`src/rtl/pulse_generator.sv`:
```
// Programmable pulse/PWM generator with burst count, on the 16-bit IO bus.
// Emits a registered waveform, a one-cycle period tick and a done strobe.
module pulse_generator (
    input  logic        clock,
    input  logic        reset,
    input  logic        read_enable,
    input  logic        write_enable,
    input  logic [2:0]  address,
    input  logic [15:0] write_data_in,
    output logic [15:0] read_data_out,
    output logic        pwm_out,
    output logic        period_tick,
    output logic        done_n
);
    typedef enum logic {IDLE, RUN} state_t;

    state_t      state, state_next;
    logic        enable, enable_next;
    logic        invert, invert_next;
    logic        done, done_next;
    logic [15:0] period_sh, period_sh_next;
    logic [15:0] compare_sh, compare_sh_next;
    logic [15:0] period_act, period_act_next;
    logic [15:0] compare_act, compare_act_next;
    logic [15:0] remain, remain_next;
    logic [15:0] cnt, cnt_next;
    logic [15:0] read_next;
    logic        pwm_next, tick_next, pulse_next;

    logic wr, ctrl_wr, period_wr, compare_wr, burst_wr, status_rd;
    logic wrap, last_wrap, running;

    assign running    = (state == RUN);
    assign wr         = write_enable & ~read_enable;
    assign ctrl_wr    = wr && (address == 3'b000);
    assign period_wr  = wr && (address == 3'b010);
    assign compare_wr = wr && (address == 3'b100);
    assign burst_wr   = wr && (address == 3'b110);
    assign status_rd  = read_enable && (address == 3'b000);

    assign wrap      = running && (cnt == period_act);
    // A coincident BURST or CTRL write overrides burst completion
    assign last_wrap = wrap && (remain == 16'd1) && !burst_wr && !ctrl_wr;

    always_comb begin
        state_next       = state;
        enable_next      = enable;
        invert_next      = invert;
        done_next        = done;
        period_sh_next   = period_sh;
        compare_sh_next  = compare_sh;
        period_act_next  = period_act;
        compare_act_next = compare_act;
        remain_next      = remain;
        cnt_next         = cnt;

        if (wrap) begin
            cnt_next         = 16'd0;
            period_act_next  = period_sh;
            compare_act_next = compare_sh;
            if (remain != 16'd0)
                remain_next = remain - 16'd1;
        end else if (running) begin
            cnt_next = cnt + 16'd1;
        end

        if (last_wrap) begin
            state_next  = IDLE;
            enable_next = 1'b0;
        end

        if (period_wr)
            period_sh_next = write_data_in;
        if (compare_wr)
            compare_sh_next = write_data_in;
        if (burst_wr)
            remain_next = write_data_in;

        if (ctrl_wr) begin
            invert_next = write_data_in[1];
            enable_next = write_data_in[0];
            cnt_next    = 16'd0;
            if (write_data_in[0]) begin
                state_next       = RUN;
                period_act_next  = period_sh;
                compare_act_next = compare_sh;
            end else begin
                state_next = IDLE;
            end
        end

        // Completion wins over a simultaneous STATUS read clear
        if (status_rd)
            done_next = 1'b0;
        if (last_wrap)
            done_next = 1'b1;
    end

    always_comb begin
        read_next = 16'h0000;
        unique case (address)
            3'b000:  read_next = {running, 12'd0, invert, done, enable};
            3'b010:  read_next = period_sh;
            3'b100:  read_next = compare_sh;
            3'b110:  read_next = remain;
            default: read_next = 16'h0000;
        endcase
    end

    always_comb begin
        if (state_next == RUN)
            pwm_next = (cnt_next < compare_act_next) ^ invert_next;
        else
            pwm_next = invert_next;
        tick_next  = wrap && !ctrl_wr;
        pulse_next = last_wrap;
    end

    always_ff @(posedge clock) begin
        if (reset) begin
            state         <= IDLE;
            enable        <= 1'b0;
            invert        <= 1'b0;
            done          <= 1'b0;
            period_sh     <= 16'hFFFF;
            compare_sh    <= 16'h8000;
            period_act    <= 16'hFFFF;
            compare_act   <= 16'h8000;
            remain        <= 16'd0;
            cnt           <= 16'd0;
            read_data_out <= 16'h0000;
            pwm_out       <= 1'b0;
            period_tick   <= 1'b0;
            done_n        <= 1'b1;
        end else begin
            state       <= state_next;
            enable      <= enable_next;
            invert      <= invert_next;
            done        <= done_next;
            period_sh   <= period_sh_next;
            compare_sh  <= compare_sh_next;
            period_act  <= period_act_next;
            compare_act <= compare_act_next;
            remain      <= remain_next;
            cnt         <= cnt_next;
            if (read_enable)
                read_data_out <= read_next;
            pwm_out     <= pwm_next;
            period_tick <= tick_next;
            done_n      <= ~pulse_next;
        end
    end
endmodule

```
`config.mk`:
```
export PLATFORM = sky130hd
export DESIGN_NAME = pulse_generator
export DESIGN_NICKNAME = d
export VERILOG_FILES = /design/src/rtl/pulse_generator.sv
export SDC_FILE = /design/constraint.sdc
export NUM_CORES = 1
export LEC_CHECK = 0
export ABC_AREA = 1
export BUFFER_PORTS_ARGS = -buffer_cell sky130_fd_sc_hd__buf_4
export CAP_MARGIN = 20
export CORE_MARGIN = 2
export CORE_UTILIZATION = 36
export DETAILED_ROUTE_END_ITERATION = 12
export PLACE_DENSITY = 0.57
export SYNTH_ARGS = -nofsm -noshare
export SYNTH_HDL_FRONTEND = slang
export SYNTH_SLANG_ARGS = --single-unit
```
`constraint.sdc`:
```
create_clock -name clock -period 2.23 [get_ports clock]
set_input_delay 0.223 -clock clock [delete_from_list [all_inputs] [get_ports clock]]
set_output_delay 0.223 -clock clock [all_outputs]
set_load 0.02 [all_outputs]
```
==> results by stage, run 1 <==
Power:
- The share of total power dissipated in the clock network is 0.529.
- The internal power summed over all cells is roughly 4.3 mW.
- The leakage power figure is 3.642 nW.
- The proportion of power drawn by combinational gates is 0.073.
- Of the total power, the share spent switching nets is 0.2248.
- IR analysis of the VDD net gives a maximum drop of around 0.56 mV.
- The net switching power of the design is about 1.2 mW.
- For this design the ratio of total power to cell area is ~690 nW/µm².
- Of the total power, registers draw 0.398.
- The total design power is approximately 5.5 mW.

GRT:
- The overall routing resource usage is 0.1999.
- The first global-routing pass estimated around 28000 µm of wire.
- The initial antenna violation count was 0.
- The overflow left after global routing is 0.
- Entering global routing, the biggest net connects 50 pins.
- The via count of the first global-routing pass is ~5300.

STA:
- For this run, the top clock speed supported by timing is roughly 0.39 GHz.
- The final total negative setup slack is -0.3452 ns.
- The minimum setup slack in the final design is -0.3452 ns.
- The part of the cycle the worst path needs is 1.155.
- The pin slew with the least headroom to its limit is 0.6345 ns.
- After layout, the minimum clock period comes to 2.575 ns.
- The final worst clock skew is 0.007568 ns.
- The number of endpoints with negative hold slack in the final report is 0.
- The total count of max-transition violations in the final report was 0.
- The final-report setup violation count is 1.
- Setup repair after global routing could not meet its margin everywhere.
- The final-layout worst hold slack is 0.04930 ns.
- The relative slew slack is 0.5766.

Routing:
- The detail-routed via count per cell is ~4.8.
- The sum of met2 wire segment lengths after detailed routing is about 8000 µm.
- The average detailed-routed wire length per instance is ~15 µm.
- The count of antenna-violating nets left after detailed routing is 0.
- The DRC marker count from the first detailed-route iteration is about 360.
- After detailed routing, the wire length on met1 is ~8300 µm.
- In the routed design, unresolved DRC markers number 0.
- After detailed routing, the met3 layer carries about 580 µm of wire.
- The first-pass iteration count of the detailed router is 4.
- The total via count after detailed routing is ~5600.
- In this run the top signal layer used is met4.
- The post-detailed-routing wire length is between 15000 and 20000 µm.

Layout:
- The number of filler cells placed in the layout is 1590.
- The area added between synthesis and finish is 34.99%.
- Summing all multi-input logic gate instances after layout gives approximately 3100 µm².
- The sequential standard cell area is 2392 µm².
- The antenna cell count is 0.
- The fraction of the core area covered by cells at the end of the flow is 0.4977.
- The number of standard cells in the final layout excluding fillers is 1178.
- The final layout contains 991 nets.
- In the final layout, the share of cells above drive strength 1 is 0.2609.

Critical path:
- Data on the critical path arrives at its endpoint at between 2 and 3 ns.
- Counting buffers and inverters, the worst setup path is 17 cells deep.
- Among the stages of the critical path, the cell type that occurs most often is nand2_1.
- The source of the worst register-to-register timing path is cnt[2].
- The kind of start point of the critical path is a register.
- The delay of the slowest cell on the worst path is 0.35 ns.
- The signal on the critical path passes through inv_4 -> nor3_4 -> nand2_2 -> nor2_4 -> nand2_2 -> nor3_4 -> buf_4 -> xor2_2 -> nor2_1 -> ha_1 -> a21oi_1 -> o21a_1 -> o211ai_1 -> nor2_1 -> nand2_1 -> nand2_1 -> nand2_1.
- The worst register-to-register path has a depth of 17.
- The setup path with the least slack is of type reg -> reg.
- Counting both buffers and inverters, the worst setup path holds a total of 2.
- The peak fanout along the critical path is 4.
- Among cell families on the critical path, the largest total delay comes from simple AND/OR/NAND/NOR gates.
- The nature of the critical path endpoint is a register.
- The endpoint of the worst setup timing path is pwm_out.
- In this run the worst setup path begins at cnt[2].
- For the worst setup path, the data required time is between 2 and 3 ns.
- The reg-to-reg endpoint is pwm_out.
- The slowest library cell on the worst path is dfxtp_2.
- Across all register-to-register paths, the minimum setup slack is -0.35 ns.

Placement:
- The congestion estimate from routability-driven global placement came to slightly below 0.9.
- The number of instances in the placed design is 1143.
- The detailed placer's ending HPWL is 12770 µm.
- Buffers placed on the I/O ports in this run total 41.

Clock network:
- The library cell used as clock root buffer is clkbuf_16.
- The total CTS buffers is 17.
- The clock passes through at most 2 buffers.
- TritonCTS built the clock tree.
- The post-CTS clock slew at the launch and capture registers of the worst setup and hold paths is roughly 0.06 ns.
- The H-tree level count is 4.
- The number of clock sinks is 119.
- The insertion delay to the later sink of the worst-skew pair is ~0.42 ns.

Logic synthesis:
- Of the total synthesized cell area, the portion taken by AND, OR, NAND and NOR gates is 0.2754.
- Ranked by instance count, the synthesized netlist is headed by nand2_1 (190), dfxtp_1 (119), nor2_1 (69).
- The dominant combinational cell family by area after synthesis is simple AND/OR/NAND/NOR gates.
- The most used flip-flop cell after synthesis is dfxtp_1.
- The count of cell types in the netlist is 44.
- The synthesized area divided by synthesized cell count is approximately 7.3 µm².
- The portion of synthesized area spent on multiplexers is 0.005109.
- The fraction of synthesized cell area in xor and xnor cells is 0.03874.
- Ranked by total cell area, the synthesized netlist is headed by dfxtp_1 (41%), nand2_1 (12%), o21ai_0 (5.5%).
- The post-synthesis share of cell area spent on full adders, half adders and majority gates is 0.03831.
- The number of warnings printed during yosys synthesis is 0.
- The number of nets handed over by synthesis was 846.
- The cell type with the highest aggregate area in the netlist is dfxtp_1.
- The synthesized-area fraction occupied by ao, oa, aoi and oai cells came to 0.1586.
- The proportion of netlist area held by the largest area contributor is 0.4053.
- The synthesized netlist cell count is slightly above 800.
- For this run, asynchronously set or reset flops after synthesis account for 0.
- Synthesis inferred 119 register bits.
- Among all cell types in the netlist, the one instantiated most often is nand2_1.
- The count of flip-flops with a built-in enable after synthesis is 0.
- The synthesized cell area is between 5000 and 6000 µm².
- The part of the Yosys area used for sequential elements is 0.4053.

Floorplan:
- The die is 131.8 µm tall.
- The die covers between 15000 and 20000 µm².
- The width of the die is approximately 130 µm.
- The number of rows in the core area is between 40 and 50.
- The number of top-level pins is 42.
- The initial utilization of the core area, before any placement, comes to 0.3687.
- After floorplanning, the core was sized to cover 15940 µm².

Min path:
- The path class of the tightest hold or removal check is in -> reg.

Run:
- Across the run, the number of max-cap violations was 0.

Run status:
- The final reports fail on negative setup slack.
- The flow ran to the end, but the final reports show violations.
## layout by cell type (no fill, tap or decap), types with 11 or more instances in the layout
cell / n
xor2_1: 18
o211ai_1: 11
dfxtp_1: 113
inv_2: 16
nor2_1: 69
nand2_1: 188
inv_1: 65
nor3_1: 21
a21oi_1: 57
o21ai_0: 63
buf_4: 156
nand3_1: 27
ha_1: 18
clkbuf_16: 17
## per-stage QoR
stage	worst slack, ns	area [µm²]
after floorplan	-0.1760	5878
after detailed placement	-0.4949	7214
after global placement	-0.5321	7214
after global routing	-0.6529	7935
final	-0.3452	7935
after CTS	-0.4083	7881
## worst min-delay path, stage by stage
cell and delay (ns):
buf_4 0.10, nand2_1 0.05, nand3_1 0.06
## worst min-delay path by stage
stage                                   end              start  slack [ns]  cells past startpoint
after floorplan               period_sh[14]  write_data_in[14]        0.35                      2
after global placement    read_data_out[15]  read_data_out[15]        0.45                      2
after detailed placement   read_data_out[2]   read_data_out[2]        0.46                      2
after CTS                      period_sh[6]   write_data_in[6]        0.03                      3
after global routing           period_sh[6]   write_data_in[6]        0.05                      3
final                          period_sh[8]   write_data_in[8]        0.05                      3
## sequential cells by signal, indices dropped and copies added, names as in the netlist
register / cells
compare_act: 16
compare_sh: 16
done_n: 1
invert: 1
period_act: 16
pwm_out: 1
done: 1
read_data_out: 16
cnt: 16
running: 1
remain: 16
period_tick: 1
enable: 1
period_sh: 16
## cell type report
| type | instances | area share |
|---|---|---|
| tap | 216 | 0.03406 |
| sequential | 119 | 0.3015 |
| inverter | 85 | 0.04052 |
| clock inverter | 9 | 0.01861 |
| timing repair buffer | 159 | 0.1552 |
| clock buffer | 22 | 0.05976 |
| multi-input combinational | 568 | 0.3904 |
## power groups by stage
stage | combinational, mW | clock [mW] | sequential [mW]
2_1_floorplan | 0.224 | 0 | 2.24
3_3_place_gp | 0.397 | 0 | 2.23
3_5_place_dp | 0.397 | 0 | 2.23
4_1_cts | 0.401 | 2.96 | 2.19
5_1_grt | 0.442 | 3.04 | 2.19
6_report | 0.402 | 2.91 | 2.19
## timing repair
item,4_1_cts,5_1_grt
setup buffers,1,2
hold buffers,0,0
gates cloned,0,1
setup endpoints to repair,1,1
resized for setup,13,10
pin swaps,3,8
## logic make-up (layout without fill, tap and decap cells)
group                      count (synthesis)  count (layout)
AOI/OAI and AO/OA                        166             166
xor gates and xnor gates                  26              26
adders and majority gates                 18              18
buffers and inverters                    119             275
DFF                                      119             119
muxes                                      3               3
and+or+nand+nor                          354             355
## layer usage
metal,global-route usage,vias to the layer above
li1,-,2942
met1,0.2685,2565
met2,0.3165,103
met3,0.04268,21
met4,0.07428,0
met5,0,-
(Power assumes the default switching activity.)
==> run 2: changes to the inputs <==
--- a/config.mk
+++ b/config.mk
@@ -12,5 +12,4 @@
 export CORE_UTILIZATION = 36
 export DETAILED_ROUTE_END_ITERATION = 12
-export PLACE_DENSITY = 0.57
 export SYNTH_ARGS = -nofsm -noshare
 export SYNTH_HDL_FRONTEND = slang
==> constraint.sdc (replaced) <==
create_clock -name clock -period 2.23 [get_ports clock]
set_input_delay 0.223 -clock clock [delete_from_list [all_inputs] [get_ports clock]]
set_output_delay 0.223 -clock clock [all_outputs]
set_load 0.005 [all_outputs]
==> results by stage, run 2 (synthesis results as in run 1) <==
Layout:
- Leaving out fill and tap cells, the most frequent cell in the layout is nand2_1.
- The top cell types in the final layout, fill and taps aside, are nand2_1 (190), buf_4 (153), dfxtp_1 (114).
- Fill cells in the final layout number between 1500 and 2000.
- In the final layout, the share of cells above drive strength 1 is 0.2589.
- After routing the design area is 7900 µm².
- From synthesis to final layout, the design area changed by 34.40%.
- Registers take ~2400 µm².
- The final-stage net count is 986.
- Summing all multi-input logic gate instances after layout gives just over 3000 µm².
- The antenna cell count is 0.

Run:
- The count of maximum capacitance violations is 0.

STA:
- The total count of max-transition violations in the final report is 0.
- Setup slack on the critical path of the routed design comes to -0.3917 ns.
- The number of endpoints with negative hold slack in the final report is 0.
- The final total negative setup slack is -0.3917 ns.
- The final critical-path required period is 2.622 ns.
- Setup violations remaining at the end of the flow were counted as 1.
- The final worst clock skew is approximately 0.009 ns.
- Of the available clock period, the critical path in the final layout requires 1.176.
- The highest clock rate is ~0.38 GHz.
- Setup repair after global routing could not meet its margin everywhere.
- The relative slew slack is 0.5685.
- The pin slew with the least headroom to its limit is about 0.65 ns.

Placement:
- The area after detailed placement is approximately 7200 µm².
- The worst slack at placement is -0.4908 ns.
- Buffers placed on the I/O ports in this run total just over 40.
- The wire-length estimate of the detail-placed layout is 12370 µm.
- The weighted congestion reported at the end of routability-driven placement is 0.8850.

GRT:
- Entering global routing, the biggest net connects 74 pins.
- The initial antenna violation count is 0.
- The via count of the first global-routing pass is ~5300.
- Summed over all layers, the global routing overflow is 0.
- The global-route wire length before repair is between 20000 and 30000 µm.
- The overall routing resource usage is 0.1945.

Clock network:
- The post-CTS clock slew at the launch and capture registers of the worst setup and hold paths is roughly 0.06 ns.
- The insertion delay to the later sink of the worst-skew pair is roughly 0.42 ns.
- TritonCTS built the clock tree.
- The number of clock sinks is around 120.
- Clock tree synthesis inserted a total of 17 buffers.
- The maximum buffer depth of the clock tree is 2.
- The H-tree level count is 4.
- For this design, the CTS-stage hold fixing added 0 buffers.
- The tree is rooted in a clkbuf_16.

Routing:
- The first-pass iteration count of the detailed router is 6.
- The count of antenna-violating nets left after detailed routing is 0.
- The total via count after detailed routing is 5655.
- In the routed design, unresolved DRC markers number 0.
- After detailed routing, the number of vias per cell comes to between 4 and 5.
- In this run, the number of DRC markers left after iteration 0 of detailed routing was roughly 430.
- Wires add up to 16580 µm.
- The average detailed-routed wire length per instance is roughly 14 µm.

Power:
- For this design the ratio of total power to cell area is ~700 nW/µm².
- For this design the total switching power over the nets is approximately 1.3 mW.
- The total design power is 5.515 mW.
- The switching share of power is 0.2349.
- The share of total power dissipated in the clock network is 0.534.
- The leakage power figure is roughly 3.6 nW.
- The peak supply drop is ~0.62 mV.
- The sequential cell fraction of total power is 0.396.
- The internal power summed over all cells is approximately 4.2 mW.
- The share of total power dissipated in combinational logic is 0.069.

Critical path:
- STA classifies the critical path endpoint as a register.
- STA puts the critical path data arrival time at just under 3 ns.
- The worst register-to-register path has a setup slack of -0.39 ns.
- The peak fanout along the critical path is 4.
- The setup path with the least slack is of type reg -> reg.
- The kind of start point of the critical path is a register.
- At the worst endpoint, the required time is approximately 2.6 ns.

Floorplan:
- The width of the die is about 130 µm.
- The core region is around 16000 µm².
- The number of rows in the core area is 46.
- The starting density of the core is 0.3687.
- Pin placement for this block handled 42 I/O pins.
- The area of the die is between 15000 and 20000 µm².
- The die height is ~130 µm.

Run status:
- The run finished, with violations left.
- The final reports fail on negative setup slack.

Min path:
- The path class of the tightest hold or removal check is in -> reg.
-- run 2: changes by cell type in the layout (fill, tap and decap cells not counted), sizes merged --
cell / previous run / this run
buf: 159 / 155
clkbuf: 22 / 18
clkinv: 7 / 9
inv: 82 / 84
clkinvlp: 1 / 2
nand2: 199 / 198
-- run 2: final cells by class --
cell class / count / area share
clock inverter: 14 / 0.02502
multi-input combinational: 567 / 0.3925
inverter: 85 / 0.04070
sequential: 119 / 0.3027
tap: 216 / 0.03421
clock buffer: 18 / 0.05559
timing repair buffer: 155 / 0.1494
-- run 2: power by group through the flow --
stage / Sequential, mW / Clock [mW] / Combinational, mW
after floorplan: 2.23 / 0 / 0.224
after global placement: 2.23 / 0 / 0.376
after detailed placement: 2.23 / 0 / 0.379
after CTS: 2.19 / 2.98 / 0.383
after global routing: 2.19 / 3.08 / 0.422
final: 2.19 / 2.95 / 0.383
-- run 2: through the flow --
| step | std cells | hold slack (ns) | utilization |
|---|---|---|---|
| after CTS | 1173 | 0.03663 | 0.4928 |
| final | 1174 | 0.04492 | 0.4955 |
| after detailed placement | 1141 | 0.4569 | 0.4500 |
| after global placement | 1141 | 0.4544 | 0.4500 |
| after floorplan | 805 | 0.3493 | - |
| after global routing | 1174 | 0.05587 | 0.4955 |
-- run 2: worst paths after layout --
check | start | endpoint | depth (start not counted)
min reg2reg | read_data_out[13] | read_data_out[13] | 2
min | write_data_in[5] | period_sh[5] | 3
max reg2reg | cnt[2] | pwm_out | 18
max | cnt[2] | pwm_out | 18
-- run 2: critical path, stage by stage (launching register included) --
cell and delay [ns]:
dfxtp_2 0.35, inv_4 0.05, nor3_4 0.21, nand2_2 0.11, nor2_4 0.12, nand2_2 0.08, nor3_4 0.17, nand2_2 0.10
nor3_2 0.13, xnor2_1 0.17, nor2_1 0.07, ha_1 0.29, nand2_1 0.07, inv_2 0.06, nand3_2 0.08, o211ai_1 0.25
nor2_1 0.09, nand3_1 0.08, nand2_1 0.05
-- run 2: repair_timing --
action | in CTS | in global routing
setup buffers | 0 | 1
pin swaps | 1 | 3
cloned | 0 | 0
setup endpoints to repair | 1 | 5
resized for setup | 13 | 10
-- run 2: routing by layer --
| metal | vias up | GRT usage | routed length (µm) |
|---|---|---|---|
| met5 | - | 0 | 0 |
| met4 | 0 | 0.06703 | 240 |
| met3 | 23 | 0.03306 | 476 |
| met2 | 88 | 0.3205 | 7842 |
| met1 | 2609 | 0.2585 | 8019 |
| li1 | 2935 | - | - |
